**src/rtl/instr_sequencer.sv**
```systemverilog
// instr_sequencer: fetch/decode/dispatch sequencer for the 16-bit bus microcontroller.
// Latency: a NOP spans 4 cycles from mem_ready to the next mem_rd; a dispatched op spans 5+N.
// Backpressure: FETCH holds until mem_ready; WAIT holds until done or TIMEOUT. Optional: SINGLE_STEP_EN.
module instr_sequencer #(
    parameter int unsigned TIMEOUT = 32,
    parameter int unsigned CNT_W   = 16
) (
    input  logic             clk,
    input  logic             rst,
    input  logic             run,
`ifdef SINGLE_STEP_EN
    input  logic             step,
`endif
    input  logic [15:0]      mem_data,
    input  logic             mem_ready,
    input  logic             alu_done,
    input  logic             mov_done,
    input  logic             ldi_done,
    output logic             mem_rd,
    output logic             pc_out_en,
    output logic             pc_inc,
    output logic [15:0]      ir,
    output logic             start_alu,
    output logic             start_mov,
    output logic             start_ldi,
    output logic             halted,
    output logic             illegal_err,
    output logic             timeout_err,
    output logic [CNT_W-1:0] instr_count
);

    typedef enum logic [2:0] {
        S_IDLE     = 3'd0,
        S_FETCH    = 3'd1,
        S_DECODE   = 3'd2,
        S_DISPATCH = 3'd3,
        S_WAIT     = 3'd4,
        S_ADVANCE  = 3'd5,
        S_HALT     = 3'd6
`ifdef SINGLE_STEP_EN
        , S_PAUSE  = 3'd7
`endif
    } state_t;

    // Which execution unit owns the bus for the current instruction.
    typedef enum logic [1:0] {
        U_NONE = 2'd0,
        U_ALU  = 2'd1,
        U_MOV  = 2'd2,
        U_LDI  = 2'd3
    } unit_t;

    // Last timer value in WAIT; reaching it without done ends the instruction.
    localparam logic [7:0] TMO_LAST = 8'(TIMEOUT - 1);

    state_t           state_q;
    unit_t            unit_q;
    logic [7:0]       timer_q;
    logic [15:0]      ir_q;
    logic             mem_rd_q, pc_out_en_q, pc_inc_q;
    logic             start_alu_q, start_mov_q, start_ldi_q;
    logic             halted_q, illegal_err_q, timeout_err_q;
    logic [CNT_W-1:0] instr_count_q;
`ifdef SINGLE_STEP_EN
    logic             step_q;
`endif

    logic [3:0] opc;
    logic       op_alu, op_mov, op_ldi, op_nop, op_halt;
    logic       done_sel;

    // Opcode classes; 1000 is HALT, the rest of the 1xxx space goes to the ALU.
    always_comb begin
        opc     = ir_q[15:12];
        op_nop  = (opc == 4'b0000);
        op_mov  = (opc == 4'b0001);
        op_ldi  = (opc == 4'b0010);
        op_halt = (opc == 4'b1000);
        op_alu  = opc[3] && !op_halt;
    end

    // Only the dispatched unit's done is honoured; foreign dones are dropped here.
    always_comb begin
        done_sel = 1'b0;
        case (unit_q)
            U_ALU:   done_sel = alu_done;
            U_MOV:   done_sel = mov_done;
            U_LDI:   done_sel = ldi_done;
            default: done_sel = 1'b0;
        endcase
    end

    // Sequencer FSM; strobes are registered with the state they belong to.
    always_ff @(posedge clk or posedge rst) begin
        if (rst) begin
            state_q       <= S_IDLE;
            unit_q        <= U_NONE;
            timer_q       <= 8'd0;
            ir_q          <= 16'd0;
            mem_rd_q      <= 1'b0;
            pc_out_en_q   <= 1'b0;
            pc_inc_q      <= 1'b0;
            start_alu_q   <= 1'b0;
            start_mov_q   <= 1'b0;
            start_ldi_q   <= 1'b0;
            halted_q      <= 1'b0;
            illegal_err_q <= 1'b0;
            timeout_err_q <= 1'b0;
            instr_count_q <= '0;
`ifdef SINGLE_STEP_EN
            step_q        <= 1'b0;
`endif
        end else begin
            mem_rd_q    <= 1'b0;
            pc_out_en_q <= 1'b0;
            pc_inc_q    <= 1'b0;
            start_alu_q <= 1'b0;
            start_mov_q <= 1'b0;
            start_ldi_q <= 1'b0;
`ifdef SINGLE_STEP_EN
            step_q      <= step;
`endif
            case (state_q)
                S_IDLE: begin
                    if (run) begin
                        state_q     <= S_FETCH;
                        mem_rd_q    <= 1'b1;
                        pc_out_en_q <= 1'b1;
                    end
                end
                S_FETCH: begin
                    if (mem_ready) begin
                        ir_q    <= mem_data;
                        state_q <= S_DECODE;
                    end else begin
                        mem_rd_q    <= 1'b1;
                        pc_out_en_q <= 1'b1;
                    end
                end
                S_DECODE: begin
                    timer_q <= 8'd0;
                    if (op_alu || op_mov || op_ldi) begin
                        state_q     <= S_DISPATCH;
                        start_alu_q <= op_alu;
                        start_mov_q <= op_mov;
                        start_ldi_q <= op_ldi;
                        unit_q      <= op_alu ? U_ALU : (op_mov ? U_MOV : U_LDI);
                    end else if (op_halt) begin
                        state_q  <= S_HALT;
                        halted_q <= 1'b1;
                    end else begin
                        // Reserved opcodes retire as NOPs but leave a sticky flag.
                        if (!op_nop) begin
                            illegal_err_q <= 1'b1;
                        end
                        state_q  <= S_ADVANCE;
                        pc_inc_q <= 1'b1;
                    end
                end
                S_DISPATCH: begin
                    state_q <= S_WAIT;
                    timer_q <= timer_q + 8'd1;
                end
                S_WAIT: begin
                    timer_q <= timer_q + 8'd1;
                    if (done_sel) begin
                        state_q  <= S_ADVANCE;
                        pc_inc_q <= 1'b1;
                        unit_q   <= U_NONE;
                    end else if (timer_q == TMO_LAST) begin
                        timeout_err_q <= 1'b1;
                        state_q       <= S_ADVANCE;
                        pc_inc_q      <= 1'b1;
                        unit_q        <= U_NONE;
                    end
                end
                S_ADVANCE: begin
                    instr_count_q <= instr_count_q + CNT_W'(1);
`ifdef SINGLE_STEP_EN
                    state_q <= S_PAUSE;
`else
                    if (run) begin
                        state_q     <= S_FETCH;
                        mem_rd_q    <= 1'b1;
                        pc_out_en_q <= 1'b1;
                    end else begin
                        state_q <= S_IDLE;
                    end
`endif
                end
                S_HALT: begin
                    state_q <= S_HALT;
                end
`ifdef SINGLE_STEP_EN
                S_PAUSE: begin
                    if (!run) begin
                        state_q <= S_IDLE;
                    end else if (step && !step_q) begin
                        state_q     <= S_FETCH;
                        mem_rd_q    <= 1'b1;
                        pc_out_en_q <= 1'b1;
                    end
                end
`endif
                default: begin
                    state_q <= S_IDLE;
                end
            endcase
        end
    end

    assign mem_rd      = mem_rd_q;
    assign pc_out_en   = pc_out_en_q;
    assign pc_inc      = pc_inc_q;
    assign ir          = ir_q;
    assign start_alu   = start_alu_q;
    assign start_mov   = start_mov_q;
    assign start_ldi   = start_ldi_q;
    assign halted      = halted_q;
    assign illegal_err = illegal_err_q;
    assign timeout_err = timeout_err_q;
    assign instr_count = instr_count_q;

endmodule

```
**config.mk**
```make
export PLATFORM = sky130hd
export DESIGN_NAME = instr_sequencer
export DESIGN_NICKNAME = d
export VERILOG_FILES = /design/src/rtl/instr_sequencer.sv
export SDC_FILE = /design/constraint.sdc
export NUM_CORES = 1
export LEC_CHECK = 0
export CELL_PAD_IN_SITES_DETAIL_PLACEMENT = 1
export CELL_PAD_IN_SITES_GLOBAL_PLACEMENT = 2
export CORE_UTILIZATION = 35
export CTS_CLUSTER_SIZE = 24
export DETAILED_ROUTE_END_ITERATION = 16
export DONT_BUFFER_PORTS = 1
export PLACE_DENSITY = 0.71
export SLEW_MARGIN = 20
export SYNTH_ARGS = -nofsm -noshare
export SYNTH_HDL_FRONTEND = slang
export SYNTH_SLANG_ARGS = --single-unit
```
**constraint.sdc**
```tcl
create_clock -name clk -period 1.6 [get_ports clk]
set_clock_uncertainty 0.1 [all_clocks]
set_input_delay 0.08 -clock clk [delete_from_list [all_inputs] [get_ports clk]]
set_output_delay 0.08 -clock clk [all_outputs]
set_load 0.01 [all_outputs]
```
[After elaboration in Yosys (flattened, before gate mapping)]
Index checks and enable logic that the tools add are counted.
Operators by class
  $add $sub $neg: 2
  $mul: 0
  div/mod/pow operators: 0
  $lt $le $gt $ge: 0
  equality and inequality tests: 17
  shift operators: 0
  muxes and demuxes: 30
  bitwise logic cells: 4
  reduce and logical (&&, ||, !) cells: 16
Operator list (count)
  3-bit one-hot mux with 7 select lines: 1
  16-bit by 1-bit adder with 16-bit output (second input constant): 1
  8-bit one-hot mux with 2 select lines: 1
  3-bit 2-to-1 mux: 5
  1-bit 2-to-1 mux: 14
  3-bit AND reduction: 4
  2-bit 2-to-1 mux: 5
  3-bit == test (second input constant): 3
  8-bit by 1-bit adder with 8-bit output (second input constant): 1
  8-bit by 5-bit == test with 1-bit output (second input constant): 1
  3-bit by 2-bit == test with 1-bit output (second input constant): 2
  2-bit inequality test (second input constant): 3
  2-bit == test (second input constant): 2
  4-bit by 1-bit == test with 1-bit output (second input constant): 1
  4-bit by 2-bit == test with 1-bit output (second input constant): 1
  4-bit == test (second input constant): 1
  4-bit zero test: 1
  1-bit inverter: 4
  1-bit one-hot mux with 2 select lines: 2
  2-bit one-hot mux with 2 select lines: 1
  4-bit AND reduction: 1
  2-bit nonzero test: 2
  2-bit OR reduction: 2
  3-bit by 1-bit == test with 1-bit output (second input constant): 1
  other kinds (8): 9
Word-level totals
  register bits after elaboration: 53
  bits in latches: 0
  memory bits (writable): 0
  ROM bits: 0
  input bits: 23
  output and inout bits: 41
  word-level logic and storage cells: 82
  memories kept: 0

[Logic depth before layout (Yosys ltp)]
Gate-level depths: netlist (run 1).
  word-level depth: 7
  mapped depth: 6
  depth with buffers taken out: 5

[Worst setup path before layout (run 1)]
OpenSTA, ideal clock, no wires.
  path type: reg2reg
  start point: register state_q[1]
  end point: register ir_q[0], in the netlist ir[0]
  setup time: 0.125 ns
  data arrival time: 1.502 ns
  data required time: 1.375 ns
  path slack: -0.127 ns
  stages on the path, launching flop included: 5
  buffers on the path: 1
  clock period less this slack: 1.727 ns
  cell sequence: dfrtp_1 -> nand2b_2 -> nor3b_4 -> buf_6 -> mux2_2
Between the ends
  longest elaborated chain between the ends: 2
RTL lines
  from (decl): RTL line 56  | state_t state_q;
  from (signal assigned): RTL line 96  | state_q <= S_IDLE;
  from (signal assigned): RTL line 126  | state_q <= S_FETCH;
  from (signal assigned): RTL line 134  | state_q <= S_DECODE;
  3-bit by 1-bit == test with 1-bit output: RTL line 123  | case (state_q)
  2-bit AND reduction (no source line)
  to (signal assigned): RTL line 133  | ir_q <= mem_data;
  to (decl): RTL line 59  | logic [15:0] ir_q;
No other way between the ends.
A chain may end at the register's enable or synchronous reset.

[Worst setup path in the final report (run 1)]
  start point: register state_q[1]
  end point: register ir_q[14], in the netlist ir[14]
Same word-level chain as after synthesis.

==> results.md, run 1 <==
* VDD IR max at 0.7374 mV
* Hold Path Sink: pc_out_en$_DFF_PP0_
* Initial antenna violation count at 0
* I/O pin total at 64
* Mapped Area at ~2500 um2
* Synth Register Bits at 53
* Main flop type after synthesis: dfrtp_1
* Worst EP required at ~1.7 ns
* First-pass GRT wire length at around 11 mm
* CTS Buffer Depth at 2
* Post-layout nets at 324
* Pleak at 0.001522 uW
* # clock sinks at 53
* Status: complete, but fails checks
* Sequential element share of the synthesized area at 52.09%
* Commonest non-fill, non-tap cell in the layout: dfrtp_1
* FFs w/ async S/R, synth at 100.0%
* CP max FO at 17
* Worst r2r path cells at 4
* Worst Setup Start Kind: flip-flop
* Commonest cells after routing, fill and taps aside: 51 x dfrtp_1, 45 x buf_4, 19 x dlygate4sd3_1
* Num rows at 30
* WHS Path Cells at 4
* Synthesized Nets at 259
* Layout overhead on the synthesized area at 33.42%
* Setup WS post-layout at -0.02026 ns
* # setup viols final at 15
* Final slew viol count at 0
* Clock tree from TritonCTS: done
* Min Clock Period, post-route at about 1.6 ns
* RSZ-0062 raised after global routing: true
* # port buffers at 0
* Clk slew on worst S/H paths at 0.10 ns
* Worst hold slack at 0.01267 ns
* Reg-to-Reg Start: state_q[1]$_DFFE_PP0P_
* Share of cells above drive strength 1 at 33.44%
* Crit path arrival time at 1.72 ns
* Crit path kind: flip-flop to flip-flop
* Final worst path period share at 101.3%
* Via-to-Cell Ratio at slightly above 5
* Number of global-route vias before repair at 2201
* Post-Route Utilization at 49.18%
* Die Y at between 80 and 90 um
* FF-to-FF setup slack at -0.02 ns
* Gpl congestion at around 0.74
* Hold Crit Class: input port to flip-flop
* Worst skew pair latency at about 0.31 ns
* Final Hold Fails at 0
* Synth Area per Inst at between 10 and 15 um2
* Core area at 6907 um2
* Gr ovfl total at 0
* Layout fillers at 783
* Vias post-DR at 2024
* Die width at 87.29 um
* Die area at 7620 um2
* Number of flops mapped to enable cells by yosys at 0
* Root buf cell: clkbuf_8
* Yosys warns at 0
* Max frequency at 617.2 MHz
* DR WL/cell at between 15 and 20 um
* Pwr Density at between 1500 and 2000 nW/um2
* Worst-path cell chain: nand2b_4, nor3b_4, buf_12, mux2_2
* Max Cap Viol at 0
* Hold Crit Start: run
* Final Routed Wirelength at 6.410 mm
* H-tree Lvls at 2
* Worst slew margin at 64.35%
* Initial Utilization at 36.87%
* DR pass1 iterations at 5
* Synth unique cells at 49
* CP max-delay cell: dfrtp_2
* Diodes inserted at 0
* Failing checks: setup timing
* Initial DRC count at 60
* Pin count of the biggest net entering global routing at 54
* Total CTS buffers at 5
* CP endpoint kind: flip-flop
* Max incr delay on CP at between 0.4 and 0.5 ns
* Post-DP HPWL at between 4 and 5 mm
* Worst Tran Pin Value at 0.5291 ns
* Post-route ant nets at 0
* # DRC at 0
* GRT Overall Usage at 17.79%
* Post-Syn Instances at 234
* FF-to-FF End: ir[14]$_DFFE_PP0P_
-- Yosys cell counts (2+ instances only) --
library cell / n / share of area [%]
and3_1: 6 / 1.5
a21o_1: 3 / 0.88
buf_4: 2 / 0.59
mux2_2: 17 / 7.5
a31oi_1: 7 / 1.7
inv_1: 5 / 0.74
clkbuf_1: 5 / 0.74
and4_1: 3 / 1.0
o211ai_1: 2 / 0.59
o21bai_1: 2 / 0.59
dfrtp_1: 53 / 52
xor2_1: 6 / 2.1
nand4_1: 5 / 1.2
a41oi_1: 2 / 0.69
o21ai_0: 8 / 1.6
a21oi_1: 15 / 2.9
nor3_1: 4 / 0.79
or3_1: 2 / 0.49
nand2_1: 16 / 2.4
mux2i_1: 2 / 0.79
o32ai_1: 2 / 0.69
nor2b_1: 4 / 0.98
nand3_1: 5 / 0.98
ha_1: 2 / 0.98
buf_2: 2 / 0.39
a22oi_1: 2 / 0.59
nand2b_1: 4 / 0.98
xnor2_1: 10 / 3.4
nor2_1: 18 / 2.7
-- layer usage --
layer | wire length, um | up-vias | part of all wire, % | global-route usage, %
met3 | 392 | 7 | 6.1 | 4.834
met2 | 3156 | 59 | 49 | 31.32
met1 | 2782 | 992 | 43 | 21.07
met5 | 0 | - | 0 | 0
met4 | 78 | 0 | 1.2 | 5.365
li1 | - | 966 | - | -
-- worst max path at each step --
stage / from / endpoint / slack (ns) / depth (start not counted)
floorplan: state_q[1]$_DFFE_PP0P_ / ir[0]$_DFFE_PP0P_ / -0.04 / 4
global placement: state_q[1]$_DFFE_PP0P_ / timer_q[3]$_DFFE_PP0P_ / -0.12 / 5
detailed placement: state_q[1]$_DFFE_PP0P_ / timer_q[3]$_DFFE_PP0P_ / -0.11 / 5
CTS: state_q[2]$_DFFE_PP0P_ / timer_q[3]$_DFFE_PP0P_ / -0.03 / 5
global route: state_q[1]$_DFFE_PP0P_ / ir[14]$_DFFE_PP0P_ / -0.08 / 4
finish: state_q[1]$_DFFE_PP0P_ / ir[14]$_DFFE_PP0P_ / -0.02 / 4
-- what timing repair did --
action,4_1_cts,5_1_grt
setup buffers,3,3
endpoints found under the setup margin,31,36
pin swaps,1,6
endpoints found under the hold margin,71,0
hold buffers,19,0
resized for setup,5,21
-- state kept, by name, summed over array words and instances (netlist names) --
register	cells
instr_count	16
ir	16
timer_q	8
state_q	3
unit_q	2
halted	1
illegal_err	1
pc_inc	1
pc_out_en	1
start_alu	1
start_ldi	1
start_mov	1
timeout_err	1
-- layout make-up --
cell class	count	area [um2]	share of cell area, %
Timing Repair Buffer	69	601.8	17.72
Clock inverter	2	35.03	1.031
Tap cell	96	120.1	3.536
Multi-Input combinational cell	165	1224	36.02
Clock buffer	5	68.82	2.026
Sequential cell	53	1329	39.12
Inverter	5	18.77	0.5525
-- critical path: cells and delay by family, from the launching register on --
kind,cells,cell delay (ns)
DFF,1,0.46
and+or+nand+nor,2,0.40
muxes,1,0.35
buffers and inverters,1,0.18
-- kinds of logic (layout without fill, tap and decap cells) --
logic type,count (synthesis),count (layout),share of synthesized area [%]
flops,53,53,52.09
fa+ha+maj,2,2,0.9826
compound gates,51,51,13.02
xor+xnor,16,16,5.504
simple gates,77,77,17.05
mux,19,19,8.305
buf+inv,16,81,3.047
-- through the flow --
stage          TNS [ns]  cells  setup slack [ns]  cell area (um2)  total power [uW]
2_1_floorplan   -0.3740    234          -0.04156             2554              3587
3_3_place_gp    -0.5567    363           -0.1177             2970              4386
3_5_place_dp    -0.8545    363           -0.1109             2970              4444
4_1_cts         -0.2684    392          -0.03217             3303              5410
5_1_grt          -1.228    395          -0.07961             3397              5841
6_report        -0.1082    395          -0.02026             3397              5469
-- where the power goes --
group | internal [uW] | switching, uW | leakage (uW)
logic | 1190 | 1170 | 0.000790
clock network | 456 | 437 | 0.0000540
registers | 1760 | 461 | 0.000678
total | 3400 | 2070 | 0.00152
(Power assumes the default switching activity.)
==> run 2: changes to the inputs <==
Settings changed: CELL_PAD_IN_SITES_DETAIL_PLACEMENT 1 to unset, CELL_PAD_IN_SITES_GLOBAL_PLACEMENT 2 to unset, CORE_UTILIZATION 35 to 40, PLACE_DENSITY 0.71 to 0.53, SETUP_SLACK_MARGIN set to 0.2.
==> run 2 against run 1 <==
  * Sequential share of layout area fell by 2.0 points
  * Setup slack improved by 0.060 ns
  * The run now ends clean
  * Non-clock buffer count rose by 3
  * Combinational power rose by 14%
  * Global-route usage rose by 0.81 points
  * Register-to-register slack improved by 0.06 ns
  * Clock power fell by 8.6%
  * Clock-buffer cell count rose by 1
  * Critical path depth did not move
==> results.md, run 2 (synthesis gave the netlist of run 1 again) <==
* Status: complete, no violations
* Buf/Inv on CP at 1
* Final Power at 5764 uW
* Comb power frac at 46.7%
* First-pass GRT wire length at 9.439 mm
* Clock share of power at approximately 14%
* Max incr delay on CP at 0.42 ns
* Max Cap Viol at 0
* Layout overhead on the synthesized area at 40.59%
* Pin count of the biggest net entering global routing at 32
* Post-route ant nets at 0
* Clk slew on worst S/H paths at ~0.10 ns
* Worst Setup Start Kind: flip-flop
* Clock tree from TritonCTS: done
* Sw Ratio at 38.78%
* Core area at 6026 um2
* Setup WS post-layout at 0.03961 ns
* Crit path kind: flip-flop to flip-flop
* Gr ovfl total at 0
* CTS Buffer Depth at 2
* Commonest non-fill, non-tap cell in the layout: dfrtp_1
* Finished Cell Area at 3580 um2
* # DRC at 0
* Post-layout nets at 327
* Num rows at 28
* CP max-delay cell: dfrtp_1
* VDD IR max at about 1.2 mV
* CP max FO at 17
* Initial Utilization at a little over two fifths
* # port buffers at 0
* Via-to-Cell Ratio at 5.291
* Worst EP required at 1.70 ns
* Commonest cells after routing, fill and taps aside: 50 x dfrtp_1, 42 x buf_4, 20 x dlygate4sd3_1
* Die Y at 81.79 um
* DR pass1 iterations at 4
* Min Clock Period, post-route at 1.560 ns
* Reg power frac at 39.2%
* CP endpoint kind: flip-flop
* Root buf cell: clkbuf_8
* Layout fillers at 501
* Placed Area at 2959 um2
* H-tree Lvls at 2
* Number of global-route vias before repair at 2015
* Vias post-DR at 2000
* Max frequency at 640.9 MHz
* Die width at 81.79 um
* Final worst path period share at 97.52%
* Final Routed Wirelength at 5.841 mm
* GRT Overall Usage at 18.60%
* Crit path arrival time at approximately 1.7 ns
* Switch Pwr at 2235 uW
* Crit-path leading delay family: flip-flops
* Worst-path cell chain: nand2b_4, nor3b_4, buf_12, mux2_2
* Internal power at 3529 uW
* Worst slew margin at 65.62%
* Worst skew pair latency at 0.30 ns
* # clock sinks at 53
* Pwr Density at 1610 nW/um2
* # setup viols final at 0
* Dpl ws at -0.02863 ns
* RSZ-0062 raised after global routing: true
* Initial antenna violation count at 0
* DR WL/cell at 15.45 um
* Setup TNS at 0 ns
* Total CTS buffers at 5
* Die area at 6689 um2
* Share of cells above drive strength 1 at 41.91%
* Gpl congestion at 0.7610
* Worst hold slack at between 0.015 and 0.02 ns
* Pleak at 0.001584 uW
* Final slew viol count at 0
* Final Hold Fails at 0
* Initial DRC count at 68
* Post-DP HPWL at 3.827 mm
* Hold Crit Class: input port to flip-flop
* Worst Tran Pin Value at 0.5147 ns
* I/O pin total at 64
* Diodes inserted at 0
## run 2: changes by cell type in the layout (fill, tap and decap cells not counted), sizes merged
cell         change
buf              +2
bufinv           -1
clkbuf           +1
clkinvlp         +1
dlygate4sd3      +1
## run 2: final cells by class
| type | instances | area [um2] | share of cell area (%) |
|---|---|---|---|
| timing repair buffer | 72 | 649.4 | 18.14 |
| clock inverter | 2 | 17.52 | 0.4893 |
| clock buffer | 6 | 82.58 | 2.307 |
| multi-input combinational | 165 | 1384 | 38.66 |
| inverter | 5 | 22.52 | 0.6292 |
| sequential | 53 | 1330 | 37.15 |
| tap | 75 | 93.84 | 2.621 |
## run 2: power groups by stage
stage | logic [uW] | clock network (uW) | registers [uW]
finish | 2690 | 816 | 2260
global route | 2940 | 894 | 2320
CTS | 2390 | 845 | 2240
detailed placement | 2130 | 0 | 2250
global placement | 2100 | 0 | 2250
floorplan | 1430 | 0 | 2240
## run 2: worst min-delay path: stages
cell	delay (ns)
nand2_4	0.03
o21ai_2	0.05
a22oi_2	0.07
nor2_2	0.14
## run 2: final timing paths
path	from	endpoint	slack (ns)	cells after the start
max reg2reg	state_q[1]$_DFFE_PP0P_	ir[4]$_DFFE_PP0P_	0.04	4
min reg2reg	timer_q[7]$_DFFE_PP0P_	timer_q[7]$_DFFE_PP0P_	0.43	1
min in group asynchronous	rst	ir[3]$_DFFE_PP0P_	0.18	2
min	run	pc_out_en$_DFF_PP0_	0.02	4
max in group asynchronous	rst	state_q[0]$_DFFE_PP0P_	0.70	3
max	state_q[1]$_DFFE_PP0P_	ir[4]$_DFFE_PP0P_	0.04	4
## run 2: repair_timing
| item | CTS | global route |
|---|---|---|
| hold buffers | 18 | 2 |
| hold endpoints to repair | 71 | 2 |
| setup buffers | 9 | 4 |
| pin swaps | 11 | 16 |
| resized for setup | 19 | 35 |
| endpoints found under the setup margin | 43 | 47 |
## run 2: through the flow
| step | util (%) | std cells |
|---|---|---|
| floorplan | - | 234 |
| global placement | 49.11 | 337 |
| detailed placement | 49.11 | 337 |
| CTS | 56.19 | 372 |
| global route | 59.41 | 378 |
| finish | 59.41 | 378 |
## run 2: routing by layer
layer  global-route usage (%)  share of wire, %  up-vias
met5                        0                 0        -
met4                    5.263               1.0        0
met3                    5.222               5.4        4
met2                    30.41                49       43
met1                    23.96                45      971
li1                         -                 -      982
